--- src/rtl/fixed_point_div_ctrl_if.sv ---
// Upstream/downstream handshake bundle for fixed_point_div_ctrl.
//   in_*  : operand pair request (valid/ready), dividend in_a, divisor in_b
//   out_* : result response (valid/ready), quotient out_q, flags out_ov/out_dz
// Modports: master = the side driving operands and taking results,
//           slave  = the controller.
interface fixed_point_div_ctrl_if #(
    parameter int WIDTH = 10
);
    logic             in_valid;
    logic             in_ready;
    logic [WIDTH-1:0] in_a;
    logic [WIDTH-1:0] in_b;
    logic             out_valid;
    logic             out_ready;
    logic [WIDTH-1:0] out_q;
    logic             out_ov;
    logic             out_dz;

    modport master (
        output in_valid, in_a, in_b, out_ready,
        input  in_ready, out_valid, out_q, out_ov, out_dz
    );

    modport slave (
        input  in_valid, in_a, in_b, out_ready,
        output in_ready, out_valid, out_q, out_ov, out_dz
    );
endinterface

--- src/rtl/fixed_point_div_ctrl.sv ---
// Sequencer for the fixed-point divider datapath.
// Accepts an operand pair, loads/clears/starts the divider, waits the fixed
// iteration count, captures quotient/overflow and holds the result until the
// downstream side takes it. Divide-by-zero is answered locally.
// Ports:
//   clk, rst        clock (rising edge), asynchronous active-high reset
//   bus (slave)     in_valid/in_ready/in_a/in_b, out_valid/out_ready/out_q/out_ov/out_dz
//   div_A, div_B    operand registers to the divider
//   div_ld_a/ld_b   divider operand load strobes (LOAD)
//   div_clr         divider clear pulse (LOAD)
//   div_start       divider start pulse (START)
//   div_q, div_ov   divider quotient and overflow
//   busy            high whenever the controller is not idle
module fixed_point_div_ctrl #(
    parameter int WIDTH      = 10,
    parameter int DIV_CYCLES = 14
) (
    input  logic                 clk,
    input  logic                 rst,
    fixed_point_div_ctrl_if.slave bus,
    output logic [WIDTH-1:0]     div_A,
    output logic [WIDTH-1:0]     div_B,
    output logic                 div_ld_a,
    output logic                 div_ld_b,
    output logic                 div_clr,
    output logic                 div_start,
    input  logic [WIDTH-1:0]     div_q,
    input  logic                 div_ov,
    output logic                 busy
);
    localparam int CW = $clog2(DIV_CYCLES) + 1;
    localparam logic [CW-1:0] LAST = CW'(DIV_CYCLES - 1);

    typedef enum logic [2:0] {
        IDLE, LOAD, START, RUN, CAPTURE, HOLD
    } state_t;

    state_t            state, state_nxt;
    logic [WIDTH-1:0]  op_a, op_b;
    logic [WIDTH-1:0]  q_r;
    logic              ov_r, dz_r;
    logic [CW-1:0]     cnt;
    logic              accept;

    assign accept = bus.in_valid && (state == IDLE);

    always_ff @(posedge clk or posedge rst) begin
        if (rst) state <= IDLE;
        else     state <= state_nxt;
    end

    always_comb begin
        state_nxt = state;
        unique case (state)
            IDLE:    if (accept) state_nxt = (bus.in_b == '0) ? HOLD : LOAD;
            LOAD:    state_nxt = START;
            START:   state_nxt = RUN;
            RUN:     if (cnt == LAST) state_nxt = CAPTURE;
            CAPTURE: state_nxt = HOLD;
            HOLD:    if (bus.out_ready) state_nxt = IDLE;
            default: state_nxt = IDLE;
        endcase
    end

    // Operand, result and iteration-counter registers
    always_ff @(posedge clk or posedge rst) begin
        if (rst) begin
            op_a <= '0;
            op_b <= '0;
            q_r  <= '0;
            ov_r <= 1'b0;
            dz_r <= 1'b0;
            cnt  <= '0;
        end else begin
            if (accept) begin
                op_a <= bus.in_a;
                op_b <= bus.in_b;
                // Divide-by-zero skips the divider and saturates the result
                if (bus.in_b == '0) begin
                    q_r  <= '1;
                    ov_r <= 1'b1;
                    dz_r <= 1'b1;
                end
            end
            if (state == START) cnt <= '0;
            else if (state == RUN) cnt <= cnt + 1'b1;
            if (state == CAPTURE) begin
                q_r  <= div_q;
                ov_r <= div_ov;
                dz_r <= 1'b0;
            end
        end
    end

    // Moore decode of strobes and handshakes
    assign div_A         = op_a;
    assign div_B         = op_b;
    assign div_ld_a      = (state == LOAD);
    assign div_ld_b      = (state == LOAD);
    assign div_clr       = (state == LOAD);
    assign div_start     = (state == START);
    assign busy          = (state != IDLE);
    assign bus.in_ready  = (state == IDLE);
    assign bus.out_valid = (state == HOLD);
    assign bus.out_q     = q_r;
    assign bus.out_ov    = ov_r;
    assign bus.out_dz    = dz_r;
endmodule
--- src/flat_wrapper.sv ---
// flat-port wrapper written by rule: the top's interface ports become plain ports
module fixed_point_div_ctrl_flat 
#(
    parameter int WIDTH      = 10,
    parameter int DIV_CYCLES = 14
)
  (clk, rst, div_A, div_B, div_ld_a, div_ld_b, div_clr, div_start, div_q, div_ov, busy, bus_in_valid, bus_in_a, bus_in_b, bus_out_ready, bus_in_ready, bus_out_valid, bus_out_q, bus_out_ov, bus_out_dz);
  fixed_point_div_ctrl_if #(.WIDTH(WIDTH)) bus_i ();
  input  logic clk;
  input  logic rst;
  output logic [WIDTH-1:0] div_A;
  output logic [WIDTH-1:0] div_B;
  output logic div_ld_a;
  output logic div_ld_b;
  output logic div_clr;
  output logic div_start;
  input  logic [WIDTH-1:0] div_q;
  input  logic div_ov;
  output logic busy;
  input wire logic [$bits(bus_i.in_valid)-1:0] bus_in_valid;
  input wire logic [$bits(bus_i.in_a)-1:0] bus_in_a;
  input wire logic [$bits(bus_i.in_b)-1:0] bus_in_b;
  input wire logic [$bits(bus_i.out_ready)-1:0] bus_out_ready;
  output wire logic [$bits(bus_i.in_ready)-1:0] bus_in_ready;
  output wire logic [$bits(bus_i.out_valid)-1:0] bus_out_valid;
  output wire logic [$bits(bus_i.out_q)-1:0] bus_out_q;
  output wire logic [$bits(bus_i.out_ov)-1:0] bus_out_ov;
  output wire logic [$bits(bus_i.out_dz)-1:0] bus_out_dz;
  assign bus_i.in_valid = bus_in_valid;
  assign bus_i.in_a = bus_in_a;
  assign bus_i.in_b = bus_in_b;
  assign bus_i.out_ready = bus_out_ready;
  assign bus_in_ready = bus_i.in_ready;
  assign bus_out_valid = bus_i.out_valid;
  assign bus_out_q = bus_i.out_q;
  assign bus_out_ov = bus_i.out_ov;
  assign bus_out_dz = bus_i.out_dz;
  fixed_point_div_ctrl #(.WIDTH(WIDTH), .DIV_CYCLES(DIV_CYCLES)) u_core (.clk(clk), .rst(rst), .bus(bus_i), .div_A(div_A), .div_B(div_B), .div_ld_a(div_ld_a), .div_ld_b(div_ld_b), .div_clr(div_clr), .div_start(div_start), .div_q(div_q), .div_ov(div_ov), .busy(busy));
endmodule
--- config.mk ---
export PLATFORM = sky130hd
export DESIGN_NAME = fixed_point_div_ctrl_flat
export DESIGN_NICKNAME = d
export VERILOG_FILES = /design/src/rtl/fixed_point_div_ctrl_if.sv /design/src/rtl/fixed_point_div_ctrl.sv /design/src/flat_wrapper.sv
export SDC_FILE = /design/constraint.sdc
export NUM_CORES = 1
export LEC_CHECK = 0
export ABC_AREA = 1
export CORE_ASPECT_RATIO = 0.5
export CORE_MARGIN = 3
export CORE_UTILIZATION = 43
export CTS_BUF_LIST = sky130_fd_sc_hd__clkbuf_16
export CTS_CLUSTER_DIAMETER = 200
export DETAILED_ROUTE_END_ITERATION = 12
export HOLD_SLACK_MARGIN = 0.1
export PLACE_DENSITY = 0.79
export SLEW_MARGIN = 20
export SYNTH_ARGS = -nofsm -noshare
export SYNTH_HDL_FRONTEND = slang
export SYNTH_SLANG_ARGS = --single-unit
export TNS_END_PERCENT = 100
--- constraint.sdc ---
create_clock -name clk -period 1.94 [get_ports clk]
set_clock_uncertainty 0.05 [all_clocks]
set_input_delay 0.291 -clock clk [delete_from_list [all_inputs] [get_ports clk]]
set_output_delay 0.291 -clock clk [all_outputs]
set_load 0.005 [all_outputs]
==> results.cfg, run 1 <==
[detailed_routing]
top_layer = met4
wl_met2_um = 2410
drc = 0
wire_per_inst_um = 12.8
route.vias.total = 1741
first_iter_violations = 64
met1_length_um = 1950
via_per_inst = 4.85
routed_wl_um = 4610
first_pass_iters = 4
ant_nets = 0
route.met3.wl_um = 220

[place]
hpwl_um = 3350
place_congestion = 0.770
dp.cells = 348
port_buffers = 73

[power]
p_leak_nw = 1.40
vdd_ir_drop_max_uv = 534
p_sw_frac = 0.331
power.total_mw = 4.07
intPower_mw = 2.72
combPwrFrac = 0.455
power.density_mw_per_mm2 = 1440
p_clk_frac = 0.184
seq_power_share = 0.361
p_switching_mw = 1.35

[cts]
htreeDepth = 2
cts_root_buf = clkbuf_16
cts_buffers = 5
path_clk_slew_ns = 0.05
clock-sinks = 40
insertion_delay_ns = 0.27
hold_buffers = 0
cts_tree = done
cts_buffer_depth = 2

[sta]
rsz0062_at_grt = yes
tightest_slew_ns = 0.462
hold_violations = 0
fin_crit_ns = 1.94
period_share = 0.998
slew_viol_final = 0
fmax_ghz = 0.516
max-slew-margin-rel = 0.691
setup_violations = 0

[synth]
synth_most_common_cell = nand2_1
seq_area_frac_synth = 0.532
ys.flop_type = dfrtp_1
syn_area_mm2 = 0.00188
yosys-top-cells-count = nand2_1, dfrtp_1, nand3_1, inv_1, nor2_1
synthCells = 227
synth.top_cell.area_share = 0.532
yosys_warnings = 0
synth_fp_nets = 264
ys_seq_elements = 40
ys_top_cells_by_area = dfrtp_1, nand2_1, nand3_1, inv_1, or2_2
syn_area_per_cell_um2 = 8.29
synth_cell_types = 23
async_reset_ff_frac = 1.00
synth-edff-count = 0
yosysTopAreaCell = dfrtp_1

[worst_setup_path]
path_class = reg -> out
reg2regPathDepth = 6
path_cells = inv_1 -> nand2_1 -> nor2_1 -> clkdlybuf4s50_1
required_ns = 1.60
worst_path_max_delay_cell = clkdlybuf4s50_1
r2r-end = u_core.bus.out_q[9]
cp_data_arrival_time_ns = 1.60
slowest_delay_ns = 0.53
rrSetupSlack_ns = 0.20
start_kind = register
end_kind = primary output
critPathMaxFanout = 3
reg2reg_from = u_core.state[0]

[floorplan]
rows = 16
die_area_mm2 = 0.00525
io_pins = 74
die_h_um = 52.8
die_width_um = 99.6
core-area_mm2 = 0.00404
initial_core_util = 0.465

[global_routing]
grt_max_degree = 28
grt_pass1_vias = 1656
gr-total-overflow = 0
track_usage = 0.184
grt_pass1_wl_um = 7580
antenna_found_initial = 0

[min_path]
min_path_type = in -> async

[finish]
seq_area_mm2 = 0.00100
syn_to_final_growth_pct = 49.9
multiInputGateArea_um2 = 736
drive_gt1_frac = 0.115
antenna_cells = 0
nets = 342
stdcell_count = 359
fill_cells = 307

[flow_run]
cap_violations = 0

[run_status]
status = completed
==> layout by cell type (no fill, tap or decap) <==
master and count:
xor2_1 1, nand2_1 77, inv_1 20, clkdlybuf4s50_1 72
o21ai_0 4, o22ai_1 1, nor2_1 12, nand3b_1 1
a31oi_1 1, or2_2 10, or2_1 1, dlymetal6s2s_1 1
clkbuf_16 5, o21ai_2 2, dfrtp_2 1, dfrtp_1 39
inv_2 2, buf_4 9, clkinv_1 2, o21bai_1 1
ha_1 2, nor2_4 4, nand4_1 1, a21oi_1 5
nand2_2 2, nand3_1 29
==> how the worst max path moves through the flow <==
| stage | slack [ns] | startpoint | cells after the start | endpoint |
|---|---|---|---|---|
| 2_1_floorplan | 0.59 | u_core.state[0] | 6 | u_core.bus.out_q[1] |
| 3_3_place_gp | 0.11 | bus_in_b[6] | 7 | u_core.bus.out_q[5] |
| 3_5_place_dp | 0.05 | bus_in_b[6] | 7 | u_core.bus.out_q[9] |
| 4_1_cts | 0.01 | u_core.state[1] | 4 | div_ld_b |
| 5_1_grt | -0.03 | u_core.state[2] | 4 | div_start |
| 6_report | 0.003 | u_core.state[1] | 4 | bus_out_valid |
==> worst max-delay path: cells and delay by family, from the launching register on <==
kind,cells,cell delay [ns]
flip-flops,1,0.42
buffers and inverters,2,0.63
AND/OR/NAND/NOR,2,0.27
==> area by class of cell <==
cell class	count	share of cell area
Clock buffer	5	0.0443
Clock inverter	2	0.00266
Inverter	22	0.0293
Multi-Input combinational cell	154	0.261
Sequential cell	40	0.355
Tap cell	54	0.0239
Timing Repair Buffer	82	0.284
==> flip-flops by register name (all words and copies together) (netlist names) <==
| register | flops |
|---|---|
| u_core.bus.out_dz | 1 |
| u_core.bus.out_ov | 1 |
| u_core.bus.out_q | 10 |
| u_core.cnt | 5 |
| u_core.div_A | 10 |
| u_core.div_B | 10 |
| u_core.state | 3 |
==> per-stage QoR <==
stage           util  TNS (ns)  instance area [µm²]  hold slack [ns]  worst slack (ns)
2_1_floorplan      -         0                 1880            0.358             0.589
4_1_cts        0.691         0                 2790            0.297            0.0126
6_report       0.698         0                 2820            0.296           0.00296
3_3_place_gp   0.653         0                 2640            0.396             0.110
3_5_place_dp   0.653         0                 2640            0.403            0.0487
5_1_grt        0.698    -0.115                 2820            0.337           -0.0345
==> what timing repair did <==
action	CTS	global route
endpoints found under the hold margin	0	0
pin swaps	0	1
resized for setup	2	4
setup buffers	2	2
setup endpoints to repair	4	5
==> power by group through the flow <==
stage          Sequential, mW  Clock (mW)  Combinational [mW]
2_1_floorplan            1.47           0               0.816
6_report                 1.47       0.750                1.85
5_1_grt                  1.52       0.809                2.05
4_1_cts                  1.46       0.762                1.83
3_5_place_dp             1.47           0                1.77
3_3_place_gp             1.46           0                1.72
==> cell families (layout without fill, tap and decap cells) <==
group,after synthesis,in the layout,share of synthesized area
and+or+nand+nor,137,137,0.321
AOI/OAI and AO/OA,14,14,0.0439
adders and majority gates,2,2,0.0133
DFF,40,40,0.532
xor gates and xnor gates,1,1,0.00466
buffers and inverters,33,111,0.0851
==> per-layer routing <==
metal	GRT usage	vias up
li1	-	860
met1	0.230	832
met2	0.334	45
met3	0.0385	4
met4	0.0385	0
met5	0	-
No activity file was read; power rests on OpenSTA's default activity.
==> inputs of run 2 (changes only) <==
--- a/config.mk
+++ b/config.mk
@@ -8,12 +8,14 @@
 export ABC_AREA = 1
 export CORE_ASPECT_RATIO = 0.5
 export CORE_MARGIN = 3
-export CORE_UTILIZATION = 43
-export CTS_BUF_LIST = sky130_fd_sc_hd__clkbuf_16
+export CORE_UTILIZATION = 45
+export CTS_BUF_LIST = sky130_fd_sc_hd__clkbuf_4 sky130_fd_sc_hd__clkbuf_8
 export CTS_CLUSTER_DIAMETER = 200
 export DETAILED_ROUTE_END_ITERATION = 12
 export HOLD_SLACK_MARGIN = 0.1
-export PLACE_DENSITY = 0.79
+export PLACE_DENSITY = 0.82
+export REMOVE_ABC_BUFFERS = 1
+export SETUP_SLACK_MARGIN = 0.1
 export SLEW_MARGIN = 20
 export SYNTH_ARGS = -nofsm -noshare
 export SYNTH_HDL_FRONTEND = slang
==> run 2 against run 1 <==
  * Hold slack better by 0.072 ns
  * Wire length down 2.5%
  * Combinational power down 3%
  * Sequential cell count unchanged
  * Critical path type unchanged
  * Largest cell class unchanged
==> results.cfg, run 2 (synthesis gave the netlist of run 1 again) <==
[run_status]
status = completed

[global_routing]
grt_use_met1 = 0.213
antenna_found_initial = 0
gr-total-overflow = 0
track_usage = 0.182
grt_pass1_vias = 1629
grt_pass1_wl_um = 7290
grtUsageMet3 = 0.0469
grt_max_degree = 41
met2_usage = 0.336
gr-max-usage-layer = met2

[sta]
fin_crit_ns = 1.84
setup_slack_ns = 0.102
period_share = 0.947
tns_ns = 0
slew_viol_final = 0
rsz0062_at_grt = yes
hold_violations = 0
max-slew-margin-rel = 0.671
setup_violations = 0
fmax_ghz = 0.544
tightest_slew_ns = 0.493

[detailed_routing]
wire_per_inst_um = 12.7
drc = 0
ant_nets = 0
first_pass_iters = 4
via_per_inst = 4.75
first_iter_violations = 80
route.vias.total = 1682
routed_wl_um = 4490

[min_path]
min_path_type = in -> async

[cts]
cts_tree = done
insertion_delay_ns = 0.29
cts_buffers = 5
cts_root_buf = clkbuf_8
cts_buffer_depth = 2
htreeDepth = 2
clock-sinks = 40
path_clk_slew_ns = 0.08

[finish]
stdcell_area_mm2 = 0.00276
antenna_cells = 0
final_cell_mix = nand2_1, clkdlybuf4s50_1, dfrtp_1
syn_to_final_growth_pct = 46.5
final_util = 0.742
drive_gt1_frac = 0.122
final_common_cell = nand2_1
nets = 339

[floorplan]
rows = 15
die_area_mm2 = 0.00504
die_h_um = 51.7
initial_core_util = 0.506
core-area_mm2 = 0.00372
io_pins = 74
die_width_um = 97.5

[worst_setup_path]
start_kind = register
cp_data_arrival_time_ns = 1.50
end_kind = primary output
reg2regPathDepth = 8
reg2reg_from = u_core.state[1]
critPathMaxFanout = 3
r2r-end = u_core.bus.out_q[9]
crit_start = u_core.state[1]
required_ns = 1.60
rrSetupSlack_ns = 0.26
path_class = reg -> out

[flow_run]
cap_violations = 0

[place]
placed_area_mm2 = 0.00263
port_buffers = 73
place_worst_setup_slack_ns = 0.0323
hpwl_um = 3240
place_congestion = 0.805

[power]
p_leak_nw = 1.40
power.density_mw_per_mm2 = 1390
vdd_ir_drop_max_uv = 609
## run 2: worst max path at each step
stage	end	slack, ns	depth (start not counted)
4_1_cts	div_start	0.04	4
3_3_place_gp	u_core.bus.out_q[6]	0.09	7
6_report	bus_in_ready	0.10	4
2_1_floorplan	u_core.bus.out_ov	0.31	6
5_1_grt	bus_in_ready	0.04	4
3_5_place_dp	u_core.bus.out_q[6]	0.03	7
## run 2: metal layers
layer,share of wire,vias to the layer above
met5,0,-
met4,0.0096,0
met3,0.046,4
met2,0.52,39
met1,0.43,782
li1,-,857
## run 2: where the power goes
part	internal (mW)	total (mW)	leakage, nW	switching, mW
logic	1.00	1.79	0.842	0.789
registers	1.21	1.47	0.511	0.253
clock network	0.284	0.571	0.0510	0.287
total	2.50	3.83	1.40	1.33
## run 2: worst max-delay path, stage by stage (launching register included)
cell	delay (ns)
dfrtp_2	0.45
nor2_4	0.13
nand2_2	0.08
inv_1	0.06
clkdlybuf4s50_1	0.49
## run 2: layout make-up
cell class | instances | area [µm²]
clock buffer | 6 | 82.6
timing repair buffer | 79 | 777
tap | 51 | 63.8
multi-input combinational | 154 | 738
sequential | 40 | 1000
fill | 273 | 958
inverter | 22 | 82.6
clock inverter | 2 | 10.0
## run 2: per-stage QoR
stage	hold slack (ns)	total power, mW	instances
6_report	0.368	3.83	354
3_5_place_dp	0.411	3.24	344
5_1_grt	0.426	4.11	354
4_1_cts	0.387	3.83	354
3_3_place_gp	0.396	3.17	344
2_1_floorplan	0.358	2.19	216
## run 2: repair_timing
action	CTS	global route
endpoints found under the setup margin	5	3
resized for setup	6	6
buffers inserted	2	0
hold buffers	0	0
cloned	0	0
pin swaps	1	1
